===== src/rtl/ps2_codes_pkg.sv =====
// PS/2 Set-2 scan codes used by the hex-entry front end, plus its prefix FSM states.
package ps2_codes_pkg;

  localparam logic [7:0] BREAK_CODE = 8'hF0;
  localparam logic [7:0] EXT_CODE   = 8'hE0;
  localparam logic [7:0] ENTER_CODE = 8'h5A;
  localparam logic [7:0] BKSP_CODE  = 8'h66;
  localparam logic [7:0] ESC_CODE   = 8'h76;

  // Make codes for hex digits 0..F (top-row numerals, then letters A..F)
  localparam logic [7:0] HEX_0 = 8'h45;
  localparam logic [7:0] HEX_1 = 8'h16;
  localparam logic [7:0] HEX_2 = 8'h1E;
  localparam logic [7:0] HEX_3 = 8'h26;
  localparam logic [7:0] HEX_4 = 8'h25;
  localparam logic [7:0] HEX_5 = 8'h2E;
  localparam logic [7:0] HEX_6 = 8'h36;
  localparam logic [7:0] HEX_7 = 8'h3D;
  localparam logic [7:0] HEX_8 = 8'h3E;
  localparam logic [7:0] HEX_9 = 8'h46;
  localparam logic [7:0] HEX_A = 8'h1C;
  localparam logic [7:0] HEX_B = 8'h32;
  localparam logic [7:0] HEX_C = 8'h21;
  localparam logic [7:0] HEX_D = 8'h23;
  localparam logic [7:0] HEX_E = 8'h24;
  localparam logic [7:0] HEX_F = 8'h2B;

  typedef enum logic [1:0] {
    S_MAKE = 2'd0,
    S_BRK  = 2'd1,
    S_EXT  = 2'd2
  } state_t;

endpackage


===== src/rtl/ps2_hex_entry_if.sv =====
// Scan-code input and entry/commit outputs of the hex-entry block.
interface ps2_hex_entry_if #(
  parameter int DIGITS = 4
);
  localparam int VW = 4 * DIGITS;
  localparam int CW = $clog2(DIGITS + 1);

  logic [7:0]    code_in;
  logic          code_valid;
  logic [VW-1:0] entry;
  logic [CW-1:0] count;
  logic [VW-1:0] value;
  logic          value_valid;
  logic          error;

  modport master (
    output code_in, code_valid,
    input  entry, count, value, value_valid, error
  );

  modport slave (
    input  code_in, code_valid,
    output entry, count, value, value_valid, error
  );
endinterface


===== src/rtl/ps2_hex_decode.sv =====
// Scan code to hex nibble lookup; combinational, hit=0 for non-digit codes.
module ps2_hex_decode
  import ps2_codes_pkg::*;
(
  input  logic [7:0] code,
  output logic       hit,
  output logic [3:0] nibble
);

  always_comb begin
    hit    = 1'b1;
    nibble = 4'h0;
    case (code)
      HEX_0: nibble = 4'h0;
      HEX_1: nibble = 4'h1;
      HEX_2: nibble = 4'h2;
      HEX_3: nibble = 4'h3;
      HEX_4: nibble = 4'h4;
      HEX_5: nibble = 4'h5;
      HEX_6: nibble = 4'h6;
      HEX_7: nibble = 4'h7;
      HEX_8: nibble = 4'h8;
      HEX_9: nibble = 4'h9;
      HEX_A: nibble = 4'hA;
      HEX_B: nibble = 4'hB;
      HEX_C: nibble = 4'hC;
      HEX_D: nibble = 4'hD;
      HEX_E: nibble = 4'hE;
      HEX_F: nibble = 4'hF;
      default: hit = 1'b0;
    endcase
  end

endmodule


===== src/rtl/ps2_hex_entry.sv =====
// Hex-entry editor on a PS/2 scan-code stream; 1-cycle latency from code_valid to outputs.
// No backpressure: every strobed byte is consumed; value_valid/error are single-cycle pulses.
module ps2_hex_entry
  import ps2_codes_pkg::*;
#(
  parameter int DIGITS = 4
) (
  input  logic            clk,
  input  logic            reset_n,
  ps2_hex_entry_if.slave  bus
);

  localparam int VW = 4 * DIGITS;
  localparam int CW = $clog2(DIGITS + 1);

  state_t        state_q, state_d;
  logic [VW-1:0] entry_q, entry_d;
  logic [CW-1:0] count_q, count_d;
  logic [VW-1:0] value_q, value_d;
  logic          vv_q, vv_d;
  logic          err_q, err_d;

  logic          dig_hit;
  logic [3:0]    dig_nibble;

  ps2_hex_decode u_decode (
    .code   (bus.code_in),
    .hit    (dig_hit),
    .nibble (dig_nibble)
  );

  always_comb begin
    state_d = state_q;
    entry_d = entry_q;
    count_d = count_q;
    value_d = value_q;
    vv_d    = 1'b0;
    err_d   = 1'b0;

    if (bus.code_valid) begin
      case (state_q)
        S_BRK: state_d = S_MAKE;
        // Anything after E0 is an extended key we do not use, including keypad Enter
        S_EXT: state_d = (bus.code_in == BREAK_CODE) ? S_BRK : S_MAKE;
        default: begin
          state_d = S_MAKE;
          if (bus.code_in == BREAK_CODE) begin
            state_d = S_BRK;
          end else if (bus.code_in == EXT_CODE) begin
            state_d = S_EXT;
          end else if (dig_hit) begin
            if (count_q < CW'(DIGITS)) begin
              entry_d = (entry_q << 4) | VW'(dig_nibble);
              count_d = count_q + 1'b1;
            end else begin
              err_d = 1'b1;
            end
          end else if (bus.code_in == BKSP_CODE) begin
            if (count_q != '0) begin
              entry_d = entry_q >> 4;
              count_d = count_q - 1'b1;
            end
          end else if (bus.code_in == ESC_CODE) begin
            entry_d = '0;
            count_d = '0;
          end else if (bus.code_in == ENTER_CODE) begin
            if (count_q != '0) begin
              value_d = entry_q;
              vv_d    = 1'b1;
              entry_d = '0;
              count_d = '0;
            end else begin
              err_d = 1'b1;
            end
          end
        end
      endcase
    end
  end

  always_ff @(posedge clk or negedge reset_n) begin
    if (!reset_n) begin
      state_q <= S_MAKE;
      entry_q <= '0;
      count_q <= '0;
      value_q <= '0;
      vv_q    <= 1'b0;
      err_q   <= 1'b0;
    end else begin
      state_q <= state_d;
      entry_q <= entry_d;
      count_q <= count_d;
      value_q <= value_d;
      vv_q    <= vv_d;
      err_q   <= err_d;
    end
  end

  assign bus.entry       = entry_q;
  assign bus.count       = count_q;
  assign bus.value       = value_q;
  assign bus.value_valid = vv_q;
  assign bus.error       = err_q;

endmodule


===== src/flat_wrapper.sv =====
// flat-port wrapper written by rule: the top's interface ports become plain ports
module ps2_hex_entry_flat import ps2_codes_pkg::*;
#(
  parameter int DIGITS = 4
)
  (clk, reset_n, bus_code_in, bus_code_valid, bus_entry, bus_count, bus_value, bus_value_valid, bus_error);
  ps2_hex_entry_if #(.DIGITS(DIGITS)) bus_i ();
  input  logic clk;
  input  logic reset_n;
  input wire logic [$bits(bus_i.code_in)-1:0] bus_code_in;
  input wire logic [$bits(bus_i.code_valid)-1:0] bus_code_valid;
  output wire logic [$bits(bus_i.entry)-1:0] bus_entry;
  output wire logic [$bits(bus_i.count)-1:0] bus_count;
  output wire logic [$bits(bus_i.value)-1:0] bus_value;
  output wire logic [$bits(bus_i.value_valid)-1:0] bus_value_valid;
  output wire logic [$bits(bus_i.error)-1:0] bus_error;
  assign bus_i.code_in = bus_code_in;
  assign bus_i.code_valid = bus_code_valid;
  assign bus_entry = bus_i.entry;
  assign bus_count = bus_i.count;
  assign bus_value = bus_i.value;
  assign bus_value_valid = bus_i.value_valid;
  assign bus_error = bus_i.error;
  ps2_hex_entry #(.DIGITS(DIGITS)) u_core (.clk(clk), .reset_n(reset_n), .bus(bus_i));
endmodule

===== config.mk =====
export PLATFORM = sky130hd
export DESIGN_NAME = ps2_hex_entry_flat
export DESIGN_NICKNAME = d
export VERILOG_FILES = /design/src/rtl/ps2_codes_pkg.sv /design/src/rtl/ps2_hex_entry_if.sv /design/src/rtl/ps2_hex_decode.sv /design/src/rtl/ps2_hex_entry.sv /design/src/flat_wrapper.sv
export SDC_FILE = /design/constraint.sdc
export NUM_CORES = 1
export LEC_CHECK = 0
export ABC_AREA = 1
export BUFFER_PORTS_ARGS = -buffer_cell sky130_fd_sc_hd__clkbuf_2
export CAP_MARGIN = 30
export CORE_UTILIZATION = 45
export CTS_CLUSTER_SIZE = 10
export DETAILED_ROUTE_END_ITERATION = 10
export PLACE_DENSITY = 0.66
export SLEW_MARGIN = 20
export SYNTH_ARGS = -nofsm -noshare
export SYNTH_HDL_FRONTEND = slang
export SYNTH_HIERARCHICAL = 1
export SYNTH_SLANG_ARGS = --single-unit

===== constraint.sdc =====
create_clock -name clk -period 1.8 [get_ports clk]
set_input_delay 0.09 -clock clk [delete_from_list [all_inputs] [get_ports clk]]
set_output_delay 0.09 -clock clk [all_outputs]
set_load 0.01 [all_outputs]

After elaboration in Yosys (flattened, before gate mapping)
Index checks and enable logic that the tools add are counted.

Register bits: 39. Bits of input ports: 11. Output and inout port bits: 37. Logic and storage cells: 87.

Add/sub/neg operators: 2. $lt $le $gt $ge: 1. Eq/ne operators: 25. Multiplexer cells: 39. Bitwise logic cells: 7. Reduce and logical (&&, ||, !) cells: 7.

Operators with widths (count): $mux W16 (7); $eq A8 B6 Y1 const B (11); $pmux W4 S15 (1); $eq A8 B7 Y1 const B (5); $eq A8 B5 Y1 const B (3); $mux W1 (21); $mux W3 (7); $eq A8 B8 Y1 const B (2); $or A16 B4 Y16 (1); $reduce_or A16 Y1 (1); $reduce_and A9 Y1 (1); $reduce_and A8 Y1 (1); $not A1 Y1 (6); $reduce_bool A3 Y1 (2); $mux W2 (2); $pmux W2 S2 (1); $reduce_bool A4 Y1 (1); $add A3 B1 Y3 const B (1); $lt A3 B3 Y1 const B (1); $ne A3 B2 Y1 const B (1); $sub A3 B1 Y3 const B (1); $eq A2 B1 Y1 const B (1); $eq A2 B2 Y1 const B (1); $ne A2 B2 Y1 const B (1); $reduce_or A2 Y1 (1).

Longest topological paths before layout
Gate-level depths: netlist of run 1.

Word-level depth: 10. Gate-level depth with buffers: 15. Gate-level depth less buffers: 14.

Cells and area by module
Netlist of run 1, hierarchy kept.

By module, submodules not included: ps2_hex_entry (instances 1, cells an instance 289, area an instance 2259.7 um2, seq. area each 975.9 um2); ps2_hex_decode (instances 1, cells an instance 73, area an instance 334.1 um2, seq. area each 0.0 um2).

Worst setup path after synthesis of run 1
OpenSTA, ideal clock, no wires.

Path type: input to register. Start: input bus_code_in[7]. End: register u_core.value_q[10] (netlist: u_core/bus.value[10]). Arrival: 1471 ps. Required time: 1683 ps. Setup slack: 212 ps. Stages: 14. Path through: inv_1 nand2_1 nor2_2 nand3_1 nand3_1 nor2_1 nand2_1 inv_1 nand3_1 nor2_4 nand3_4 buf_6 nand2_1 nand2_1.

Cells in the longest elaborated chain, start to end: 5.

RTL lines: from (decl) (line flat_wrapper.sv:10) `input wire logic [$bits(bus_i.code_in)-1:0] bus_code_in;`; $eq A8 B6 Y1 (tied with other cells) (line ps2_hex_decode.sv:13) `case (code)`; $reduce_or A16 Y1 (no source line) *; $mux W1 * (line ps2_hex_decode.sv:13); named net u_core.dig_hit (line ps2_hex_entry.sv:23) `logic dig_hit;`; $not A1 Y1 (no source line) *; $reduce_and A9 Y1 (no source line) *; to (signal assigned) (line ps2_hex_entry.sv:93) `value_q <= value_d;`; to (decl) (line ps2_hex_entry.sv:19) `logic [VW-1:0] value_q, value_d;`.

Mark *: on every way through the listed nets, which the timed path passes. The rest lies on a longest branch. A chain may end at the register's enable or synchronous reset.

Final worst setup path of run 1
Start: register u_core.state_q[0]. End: register u_core.value_q[3] (netlist: u_core/bus.value[3]).

Cells in the longest elaborated chain, start to end: 4.

RTL lines: from (decl) (line ps2_hex_entry.sv:16) `state_t state_q, state_d;`; from (signal assigned) (line ps2_hex_entry.sv:90) `state_q <= state_d;`; $eq A2 B1 Y1 or $eq A2 B2 Y1 (tied branches) (line ps2_hex_entry.sv:41) `case (state_q)`; $reduce_or A2 Y1 (no source line) *; $not A1 Y1 (no source line) *; $reduce_and A9 Y1 (no source line) *.

Mark *: on every way between the ends. The rest lies on a longest branch, timed or not.

==> results of run 1 <==
placed cells by master, fill, tap and decap left out, drive strengths merged:
master / netlist / routed
nand2: 164 / 164
clkbuf: 5 / 52
dfrtp: 39 / 39
inv: 35 / 35
nand3: 32 / 32
nor2: 30 / 30
nand4: 20 / 20
buf: 8 / 18
o21ai: 18 / 18
ha: 4 / 4
clkinv: 0 / 2
a21oi: 2 / 2
bufinv: 0 / 1
dlygate4sd3: 0 / 1
nor3: 1 / 1
a21boi: 1 / 1
xnor2: 1 / 1
xor2: 1 / 1
or2: 1 / 1
tightest hold or removal path, stage by stage:
cell,delay [ns]
sky130_fd_sc_hd__clkbuf_2,0.09
sky130_fd_sc_hd__nand2_1,0.07
sky130_fd_sc_hd__o21ai_0,0.08
routing by layer:
layer,global-route usage [%],wire length (um),vias up
met5,0,0,-
met4,5.37,29,0
met3,3.29,251,2
met2,34.6,2740,69
met1,28.7,2990,1169
li1,-,-,1268
repair_timing:
action,CTS,global route
endpoints found under the hold margin,31,0
hold buffers,1,0
buffers inserted,0,1
endpoints found under the setup margin,0,11
power groups by stage:
stage | sequential, mW | clock, mW | combinational, mW
after floorplan | 0.901 | 0 | 0.150
after global placement | 0.901 | 0 | 0.238
after detailed placement | 0.901 | 0 | 0.241
after CTS | 0.883 | 0.750 | 0.243
after global routing | 0.884 | 0.787 | 0.275
final | 0.883 | 0.727 | 0.245
cell families after synthesis:
kind of cell	synth area share, %
compound gates	4.29
flops	37.6
xor+xnor	0.675
buf+inv	8.92
simple gates	46.6
fa+ha+maj	1.93
worst paths after layout:
kind,startpoint,endpoint,cells after the start
min in group asynchronous,reset_n,u_core/bus.value[1],2
max reg2reg,u_core/state_q[0],u_core/bus.value[3],9
min reg2reg,u_core/bus.value[1],u_core/bus.value[1],2
min,bus_code_valid,u_core/state_q[1],3
max,u_core/state_q[0],u_core/bus.value[3],9
max in group asynchronous,reset_n,u_core/bus.value[10],3
state kept, by name, indices dropped and copies added, names as in the netlist:
signal and cells:
u_core/bus.entry 16, u_core/bus.value 16, u_core/bus.count 3, u_core/state_q 2
u_core/bus.error 1, u_core/bus.value_valid 1
synth_stat cells (3+ instances only):
cell type                    n
sky130_fd_sc_hd__buf_4       3
sky130_fd_sc_hd__buf_6       3
sky130_fd_sc_hd__clkbuf_1    5
sky130_fd_sc_hd__dfrtp_1    39
sky130_fd_sc_hd__ha_1        4
sky130_fd_sc_hd__inv_1      26
sky130_fd_sc_hd__inv_2       9
sky130_fd_sc_hd__nand2_1   152
sky130_fd_sc_hd__nand2_2     9
sky130_fd_sc_hd__nand2_4     3
sky130_fd_sc_hd__nand3_1    20
sky130_fd_sc_hd__nand3_2    11
sky130_fd_sc_hd__nand4_1    20
sky130_fd_sc_hd__nor2_1     20
sky130_fd_sc_hd__nor2_2      5
sky130_fd_sc_hd__nor2_4      4
sky130_fd_sc_hd__o21ai_0    16
layout make-up:
| cell class | instances | area, um^2 |
|---|---|---|
| repair buffers | 66 | 393 |
| inverters | 35 | 131 |
| flip-flops and latches | 39 | 976 |
| fillers | 564 | 2450 |
| clock buffers | 5 | 68.8 |
| multi-input cells | 275 | 1390 |
| clock inverters | 3 | 43.8 |
| well taps | 72 | 90.1 |
==> run summary, run 1 <==
### Power and ir drop
* Seq pwr share: 47.6%
* power per cell area: 600 nW/um^2
* VDD IR max: 429 uV
* switching share of total power: 26.1%
* total power of the final layout: 1.85 mW
* Power Internal: 1.37 mW
* net switching power figure: 484 uW
* leakage power summed over all cells: 1.79 nW
* clock network fraction of total power: 39.2%
* part of the total power dissipated in combinational logic: 13.2%

### Timing
* Max Slew Vio Count: 0
* sum of negative setup slack: 0 ns
* highest clock frequency the design can meet: 0.647 GHz
* relative max-transition margin: 46.4%
* setup skew after layout: 0.00435 ns
* PnR worst setup slack: 0.255 ns
* fin crit period: 1.54 ns
* Worst Tran Pin Value: 0.804 ns
* number of failing hold endpoints at the final stage: 0
* worst slack on hold paths: 0.0858 ns
* Final Setup Violations: 0
* unrepaired setup endpoints after global routing: no
* post-route fraction of the period consumed by the critical path: 85.8%

### Finish
* area of all placed cells without fillers: 3090 um^2
* post-layout net count: 437
* Antenna Diode Count: 0
* fraction of layout cells with a size suffix above 1: 27.9%
* P&R area growth vs syn: 19.1%
* Core Util, Final: 55.8%
* final std cells w/o fill: 495

### Global route
* initial antenna violation count: 0
* global-route wire length before repair: 10,100 um
* number of global-route vias before repair: 2,241
* maximum number of pins on one net before global-route repair: 33
* Total Routing Usage GR: 21.0%
* GRT Residual Overflow: 0

### Synthesis
* sequential share of the synthesized area: 37.6%
* most instantiated flip-flop cell in the synthesis netlist: sky130_fd_sc_hd__dfrtp_1
* post-synthesis async set-or-reset flop share: 100%
* post-synthesis instance area: 2590 um^2
* top-area cell type share of the netlist area: 37.6%
* number of flip-flops and latches in the synthesized netlist: 39
* EDFF count, synth: 0
* synthesized instance count: 362
* leading area contributor after synthesis: sky130_fd_sc_hd__dfrtp_1
* Avg Inst Size Synth: 7.17 um^2
* top cells by area, synth: sky130_fd_sc_hd__dfrtp_1 38%, sky130_fd_sc_hd__nand2_1 22%, sky130_fd_sc_hd__nand4_1 4.8%
* count of unique library cells instantiated by Yosys: 29
* net count after synthesis: 377
* number of warning messages in the yosys log: 6

### Worst setup path
* arrival time worst endpoint: 1.72 ns
* reg-to-reg slack, setup: 0.26 ns
* largest stage delay on the critical path: 0.36 ns
* required time worst endpoint: 1.98 ns
* Max Fanout on Critical Path: 17
* Worst path top cell family by delay: simple AND/OR/NAND/NOR gates
* worst setup path category: reg2reg
* worst path bufs/invs: 2
* cell occurring most often along the worst timing path: sky130_fd_sc_hd__nand2_1
* type of destination of the critical path: flop
* critical path, cell by cell: inv_1, ha_1, nand2_1, inv_1, nand2_2, nor2_8, nand3_4, nand2_1, nand2_1
* cell at the slowest stage of the critical path: sky130_fd_sc_hd__dfrtp_1
* CP startpoint kind: flop

### Placement
* Placed Instance Area: 2960 um^2
* final estimated routing congestion in global placement: 0.869
* count of buffers from port buffering: 47
* total half-perimeter wirelength after legalization and detailed placement: 4480 um
* minimum setup slack after placement: 0.0000313 ns
* number of cells after detailed placement: 485

### Die
* area of the core region: 5540 um^2
* count of pins on the block boundary: 48
* std cell rows: 27
* DIE HEIGHT: 77.9 um
* horizontal extent of the die: 77.9 um
* Die Outline Area: 6070 um^2
* initial cell density of the core: 46.8%

### Clock network
* maximum level of the CTS H-tree: 2
* PostCTS Resize Cnt: 0
* buffer depth of the longest clock path: 2
* TritonCTS buffer count: 5
* clock tree root buffer cell: sky130_fd_sc_hd__clkbuf_8
* number of clock sinks: 39
* clock-pin transition on the worst setup and hold timing paths: 0.07 ns
* TritonCTS clock tree: yes
* clock insertion delay at the later pin of the skew report: 0.29 ns

### Route
* via count normalized by instance count: 5.07
* first-pass detailed-route iteration total: 4
* violation count after the first detailed-routing iteration: 127
* routed length per instance: 12.1 um
* Final ANT Viol Nets: 0
* Residual DRC: 0
* Via Count: 2,508
* wire length after detailed routing: 6010 um

### Run
* count of maximum capacitance violations: 0

### Status
* outcome: finished, final reports clean

### Hold path
* classification of the worst-slack hold path: in2reg

(Power assumes the default switching activity.)
==> inputs of run 2 (changes only) <==
- clock period: 1.8 -> 2 ns (I/O delays scaled with it)
==> run 2 against run 1 <==
Maximum frequency shrank 6.5%. Global-route usage rose by 0.55 points. Non-clock buffer count shrank 7. Highest routed layer unchanged. Via count down 2.2%. First-iteration DRC count shrank 7.9%. Largest power group unchanged.
==> run summary, run 2 (synthesis gave the netlist of run 1 again) <==
### Status
* outcome: finished, final reports clean

### Finish
* FILL cells: 561, -0.53%
* fraction of layout cells with a size suffix above 1: 26.5%, -1.4 points
* post-layout net count: 430, -1.6%
* most common cell after layout, fill and taps aside: sky130_fd_sc_hd__nand2_1
* most frequent cells in the layout: 152 x sky130_fd_sc_hd__nand2_1, 47 x sky130_fd_sc_hd__clkbuf_2, 39 x sky130_fd_sc_hd__dfrtp_1
* P&R area growth vs syn: 15.6%
* Antenna Diode Count: 0, unchanged

### Power and ir drop
* leakage power summed over all cells: 1.74 nW, -2.6%
* power per cell area: 512 nW/um^2, -15%
* VDD IR max: 288 uV, -33%
* switching share of total power: 26.9%, +0.77 points
* Seq pwr share: 51.8%, +4.2 points
* total power of the final layout: 1.53 mW, -17%
* net switching power figure: 412 uW, -15%
* part of the total power dissipated in combinational logic: 13.4%, +0.2 points
* clock network fraction of total power: 34.8%, -4.4 points
* Power Internal: 1.12 mW, -18%

### Worst setup path
* CP startpoint kind: flop
* type of destination of the critical path: flop
* required time worst endpoint: 2.18 ns, +0.20 ns
* arrival time worst endpoint: 1.83 ns, +0.11 ns
* Max Fanout on Critical Path: 18, +1
* worst setup path category: reg2reg

### Die
* std cell rows: 27, unchanged
* initial cell density of the core: 46.8%, unchanged
* count of pins on the block boundary: 48, unchanged
* area of the core region: 5540 um^2, unchanged
* DIE HEIGHT: 77.9 um, unchanged
* horizontal extent of the die: 77.9 um, unchanged
* Die Outline Area: 6070 um^2, unchanged

### Global route
* GRT Residual Overflow: 0, unchanged
* global-route wire length before repair: 10,500 um, +3.5%
* maximum number of pins on one net before global-route repair: 25, -24%
* number of global-route vias before repair: 2,319, +3.5%
* Total Routing Usage GR: 21.5%, +0.55 points
* initial antenna violation count: 0, unchanged

### Clock network
* TritonCTS buffer count: 5, unchanged
* TritonCTS clock tree: yes
* clock tree root buffer cell: sky130_fd_sc_hd__clkbuf_8
* clock insertion delay at the later pin of the skew report: 0.29 ns, about the same
* PostCTS Resize Cnt: 0, unchanged
* number of clock sinks: 39, unchanged
* number of setup buffers added after CTS: 0, unchanged
* clock-pin transition on the worst setup and hold timing paths: 0.07 ns, about the same
* maximum level of the CTS H-tree: 2, unchanged
* buffer depth of the longest clock path: 2, unchanged

### Timing
* Max Slew Vio Count: 0, unchanged
* setup skew after layout: 0.00585 ns, +0.00149 ns
* highest clock frequency the design can meet: 0.605 GHz, -6.5%
* relative max-transition margin: 62.4%, +16 points
* number of failing hold endpoints at the final stage: 0, unchanged
* fin crit period: 1.65 ns, +0.107 ns
* sum of negative setup slack: 0 ns, unchanged
* Worst Tran Pin Value: 0.564 ns, -0.241 ns
* post-route fraction of the period consumed by the critical path: 82.6%, -3.2 points
* unrepaired setup endpoints after global routing: no
* Final Setup Violations: 0, unchanged

### Route
* wire length after detailed routing: 5880 um, -2.2%
* first-pass detailed-route iteration total: 5, +1
* Final ANT Viol Nets: 0, unchanged
* via count normalized by instance count: 5.04, -0.59%
* violation count after the first detailed-routing iteration: 117, -7.9%
* routed length per instance: 12.1 um, -0.61%
* Residual DRC: 0, unchanged
* Via Count: 2,453, -2.2%

### Hold path
* classification of the worst-slack hold path: in2reg

### Run
* count of maximum capacitance violations: 0, unchanged

### Placement
* final estimated routing congestion in global placement: 0.919, +5.7%
* total half-perimeter wirelength after legalization and detailed placement: 4400 um, -1.8%
* count of buffers from port buffering: 47, unchanged

-- run 2: cell types whose count changed in the layout (fill, tap and decap cells not counted) --
cell | previous run | this run
sky130_fd_sc_hd__buf_4 | 17 | 11
sky130_fd_sc_hd__buf_12 | 1 | 0
sky130_fd_sc_hd__bufinv_16 | 1 | 0
sky130_fd_sc_hd__clkbuf_8 | 5 | 6
sky130_fd_sc_hd__clkinv_4 | 1 | 0
-- run 2: repair_timing --
| action | CTS | global route |
|---|---|---|
| hold buffers | 1 | 0 |
| setup endpoints to repair | 0 | 0 |
| endpoints found under the hold margin | 22 | 0 |
-- run 2: worst paths after layout --
kind	depth (start not counted)	start	slack, ns	to
worst min register to register	2	u_core/bus.value[15]	0.47	u_core/bus.value[15]
worst min-delay path	3	bus_code_valid	0.09	u_core/state_q[1]
max in group asynchronous	3	reset_n	1.13	u_core/bus.entry[1]
worst max register to register	9	u_core/state_q[0]	0.35	u_core/bus.value[6]
min in group asynchronous	2	reset_n	0.33	u_core/bus.error
worst max-delay path	9	u_core/state_q[0]	0.35	u_core/bus.value[6]
-- run 2: cell type report --
type	instances	area, um^2	area share [%]
clock buffer	6	82.6	2.75
inverter	35	131	4.38
multi-input combinational	275	1390	46.2
tap	72	90.1	3.00
clock inverter	1	5.00	0.167
sequential	39	976	32.5
timing repair buffer	59	328	10.9
-- run 2: stage by stage --
stage	setup WS [ns]	hold slack [ns]	std cells	util, %	area (um^2)
after global routing	0.140	0.101	487	54.1	3000
after CTS	0.325	0.0876	487	54.1	3000
after floorplan	0.402	-0.196	362	-	2590
after global placement	0.174	0.129	479	52.4	2900
after detailed placement	0.130	0.118	479	52.4	2900
final	0.348	0.0895	487	54.1	3000
-- run 2: worst max-delay path, stage by stage (launching register included) --
cell	delay (ns)
sky130_fd_sc_hd__dfrtp_1	0.35
sky130_fd_sc_hd__inv_1	0.05
sky130_fd_sc_hd__ha_1	0.28
sky130_fd_sc_hd__nand2_1	0.06
sky130_fd_sc_hd__inv_1	0.09
sky130_fd_sc_hd__nand2_2	0.09
sky130_fd_sc_hd__nor2_8	0.22
sky130_fd_sc_hd__nand3_4	0.23
sky130_fd_sc_hd__nand2_1	0.12
sky130_fd_sc_hd__nand2_1	0.05
-- run 2: power groups by stage --
stage	logic, mW	registers (mW)	clock network (mW)
5_1_grt	0.234	0.796	0.583
6_report	0.205	0.796	0.534
3_3_place_gp	0.202	0.811	0
3_5_place_dp	0.205	0.811	0
4_1_cts	0.206	0.795	0.549
2_1_floorplan	0.135	0.811	0
-- run 2: per-layer routing --
layer / GRT usage [%] / vias up / share of wire [%] / routed length [um]
li1: - / 1251 / - / -
met1: 28.9 / 1113 / 48 / 2800
met2: 36.0 / 85 / 46 / 2720
met3: 4.00 / 4 / 5.2 / 307
met4: 4.81 / 0 / 0.88 / 52
met5: 0 / - / 0 / 0
==> inputs of run 3 (changes only) <==
- ABC_AREA: 1 -> 0
- clock period: 2 -> 1.6 ns (I/O delays scaled with it)
==> run 3 against run 2 <==
The flow now finishes with violations (negative setup slack). Worst setup slack worse by 0.54 ns. Largest power group is now combinational cells. Clock power rose by 19%. Register-to-register slack worse by 0.50 ns. Sequential power rose by 90%. Combinational power rose to 7.4 times the previous value. Sequential share of layout area down 8.0 points.
==> run summary, run 3 <==
### Global route
* global-route wire length before repair: 12,300 um, +17%
* initial antenna violation count: 0, unchanged
* Total Routing Usage GR: 25.7%, +4.2 points
* number of global-route vias before repair: 2,441, +5.3%
* GRT Residual Overflow: 0, unchanged
* maximum number of pins on one net before global-route repair: 40, +60%

### Synthesis
* sequential share of the synthesized area: 37.8%, +0.22 points
* Avg Inst Size Synth: 11.2 um^2, +56%
* count of unique library cells instantiated by Yosys: 69, +140%
* top cells by instance count after synthesis: 39 x sky130_fd_sc_hd__dfrtp_1, 13 x sky130_fd_sc_hd__inv_1, 12 x sky130_fd_sc_hd__o22a_1
* synthesized instance count: 231, -36%
* EDFF count, synth: 0, unchanged
* number of flip-flops and latches in the synthesized netlist: 39, unchanged
* most common cell in the netlist: sky130_fd_sc_hd__dfrtp_1
* number of warning messages in the yosys log: 6, unchanged
* top-area cell type share of the netlist area: 37.8%, +0.22 points
* leading area contributor after synthesis: sky130_fd_sc_hd__dfrtp_1
* top cells by area, synth: sky130_fd_sc_hd__dfrtp_1 38%, sky130_fd_sc_hd__mux2_4 5.8%, sky130_fd_sc_hd__o221a_2 4.8%
* post-synthesis async set-or-reset flop share: 100%, unchanged
* net count after synthesis: 246, -35%
* most instantiated flip-flop cell in the synthesis netlist: sky130_fd_sc_hd__dfrtp_1
* post-synthesis instance area: 2580 um^2, -0.58%

### Route
* Via Count: 2,496, +1.8%
* via count normalized by instance count: 5.89, +17%
* Residual DRC: 0, unchanged
* first-pass detailed-route iteration total: 4, -1
* routed length per instance: 17.7 um, +47%
* Final ANT Viol Nets: 0, unchanged
* violation count after the first detailed-routing iteration: 113, -3.4%
* wire length after detailed routing: 7500 um, +28%

### Worst setup path
* Max Fanout on Critical Path: 16, -2
* largest stage delay on the critical path: 0.35 ns, about the same
* Reg2Reg Capture Point: u_core/bus.entry[1]
* critical path, cell by cell: clkbuf_16, buf_4, xnor2_2, o32ai_2, a32oi_1, nand3b_1, and4b_2, o2111ai_4, buf_12, mux2_4
* depth of the most critical reg-to-reg path: 8, -1
* worst flop-to-flop path startpoint: u_core/bus.count[1]
* arrival time worst endpoint: 1.97 ns, +0.14 ns
* worst setup path category: in2reg
* CP startpoint kind: input pin
* Critical path origin: bus_code_in[3]
* endpoint of the most critical setup path: u_core/bus.value[12]
* type of destination of the critical path: flop
* reg-to-reg slack, setup: -0.15 ns, -0.50 ns
* cell at the slowest stage of the critical path: sky130_fd_sc_hd__and4b_2
* required time worst endpoint: 1.78 ns, -0.40 ns

### Timing
* setup skew after layout: 0.00694 ns, +0.00110 ns
* relative max-transition margin: 67.4%, +5.0 points
* number of failing hold endpoints at the final stage: 0, unchanged
* highest clock frequency the design can meet: 0.557 GHz
* worst slack on hold paths: 0.0736 ns, -0.0159 ns
* Worst Tran Pin Value: 0.489 ns, -0.0753 ns
* post-route fraction of the period consumed by the critical path: 112%
* Max Slew Vio Count: 0, unchanged
* unrepaired setup endpoints after global routing: yes
* PnR worst setup slack: -0.196 ns, -0.545 ns
* Final Setup Violations: 35, +35
* fin crit period: 1.80 ns

### Clock network
* number of clock sinks: 39, unchanged
* clock tree root buffer cell: sky130_fd_sc_hd__clkbuf_8
* TritonCTS buffer count: 5, unchanged
* TritonCTS clock tree: yes
* clock-pin transition on the worst setup and hold timing paths: 0.07 ns, about the same
* buffer depth of the longest clock path: 2, unchanged
* clock insertion delay at the later pin of the skew report: 0.29 ns, about the same
* maximum level of the CTS H-tree: 2, unchanged

### Power and ir drop
* total power of the final layout: 3.66 mW, +140%
* clock network fraction of total power: 17.4%, -17 points
* power per cell area: 920 nW/um^2, +80%
* VDD IR max: 572 uV, +99%
* Seq pwr share: 41.2%, -11 points
* leakage power summed over all cells: 1.85 nW, +6.4%
* part of the total power dissipated in combinational logic: 41.4%, +28 points
* switching share of total power: 35.9%, +9.0 points
* net switching power figure: 1.31 mW, +220%
* Power Internal: 2.35 mW, +110%

### Placement
* final estimated routing congestion in global placement: 0.839, -8.7%
* count of buffers from port buffering: 47, unchanged
* total half-perimeter wirelength after legalization and detailed placement: 4570 um, +4.0%
* number of cells after detailed placement: 387, -19%
* Placed Instance Area: 3200 um^2, +10%

### Finish
* Antenna Diode Count: 0, unchanged
* final std cells w/o fill: 424, -13%
* post-layout net count: 366, -15%
* P&R area growth vs syn: 54.4%
* most common cell after layout, fill and taps aside: sky130_fd_sc_hd__buf_4
* area of all placed cells without fillers: 3980 um^2, +33%
* most frequent cells in the layout: 71 x sky130_fd_sc_hd__buf_4, 39 x sky130_fd_sc_hd__clkbuf_2, 39 x sky130_fd_sc_hd__dfrtp_1
* fraction of layout cells with a size suffix above 1: 59.4%, +33 points

### Die
* horizontal extent of the die: 77.7 um, -0.28%
* initial cell density of the core: 46.8%, about the same
* Die Outline Area: 6040 um^2, -0.56%
* count of pins on the block boundary: 48, unchanged
* DIE HEIGHT: 77.7 um, -0.28%
* area of the core region: 5510 um^2, -0.61%
* std cell rows: 27, unchanged

### Hold path
* WHS Path Cells: 2, -1
* classification of the worst-slack hold path: in2reg

### Status
* outcome: complete, but fails checks
* violated checks: negative setup slack

### Run
* count of maximum capacitance violations: 0, unchanged

[run 3: cell count changes in the layout (fill, tap and decap cells not counted), sizes merged, moves of 12 or more]
cell and delta:
mux2 +16, o22a +12, nand4 -18, nand2 -159, buf +73, nor2 -19
inv -22, nand3 -28
[run 3: worst min-delay path by stage]
stage          slack (ns)                     end      startpoint
2_1_floorplan       -0.22     u_core/bus.count[0]         reset_n
3_3_place_gp         0.16       u_core/state_q[1]         reset_n
3_5_place_dp         0.16  u_core/bus.value_valid         reset_n
4_1_cts              0.07       u_core/state_q[0]  bus_code_valid
5_1_grt              0.08       u_core/state_q[0]  bus_code_valid
6_report             0.07       u_core/state_q[0]  bus_code_valid
[run 3: layout make-up]
cell class	count	area (um^2)
clock buffer	7	76.3
clock inverter	1	5.00
fill	381	1530
timing repair buffer	128	986
multi-input combinational	164	1800
sequential	39	976
tap	72	90.1
inverter	13	48.8
[run 3: worst max-delay path: cells and delay by family]
kind / cells / cell delay, ns
compound gates: 3 / 0.48
xor+xnor: 1 / 0.13
buf+inv: 3 / 0.49
mux: 1 / 0.30
simple gates: 2 / 0.50
[run 3: per-stage QoR]
stage / setup slack, ns / setup TNS (ns) / utilization, %
6_report: -0.196 / -5.15 / 72.3
5_1_grt: -0.247 / -6.85 / 72.3
4_1_cts: -0.159 / -3.68 / 69.3
3_5_place_dp: -0.600 / -20.60 / 58.0
3_3_place_gp: -0.576 / -19.73 / 58.0
2_1_floorplan: -0.411 / -10.73 / -
[run 3: timing repair]
action,4_1_cts,5_1_grt
setup endpoints to repair,36,36
gates resized for setup,70,28
hold endpoints to repair,39,0
cloned,5,0
setup buffers,19,4
hold buffers,1,0
pin swaps,21,9
[run 3: layer usage]
metal  vias to the layer above  GRT usage, %  wire, um
li1                       1145             -         -
met1                      1252          32.9      3270
met2                        84          43.6      3740
met3                        15          4.47       346
met4                         0          8.87       135
met5                         -             0         0
[run 3: power by group through the flow]
stage / Sequential, mW / Combinational, mW / Clock (mW)
after floorplan: 1.53 / 0.522 / 0
after global placement: 1.47 / 1.11 / 0
after CTS: 1.48 / 1.41 / 0.646
final: 1.51 / 1.52 / 0.637
after global routing: 1.55 / 1.62 / 0.705
after detailed placement: 1.48 / 1.14 / 0
[run 3: cells by family (layout without fill, tap and decap cells)]
group | Yosys count | count (layout) | share of synthesized area (%)
mux | 16 | 16 | 8.44
flops | 39 | 39 | 37.8
xor+xnor | 3 | 3 | 1.02
simple gates | 72 | 72 | 19.5
compound gates | 66 | 69 | 23.4
fa+ha+maj | 4 | 4 | 1.94
buf+inv | 31 | 149 | 7.86
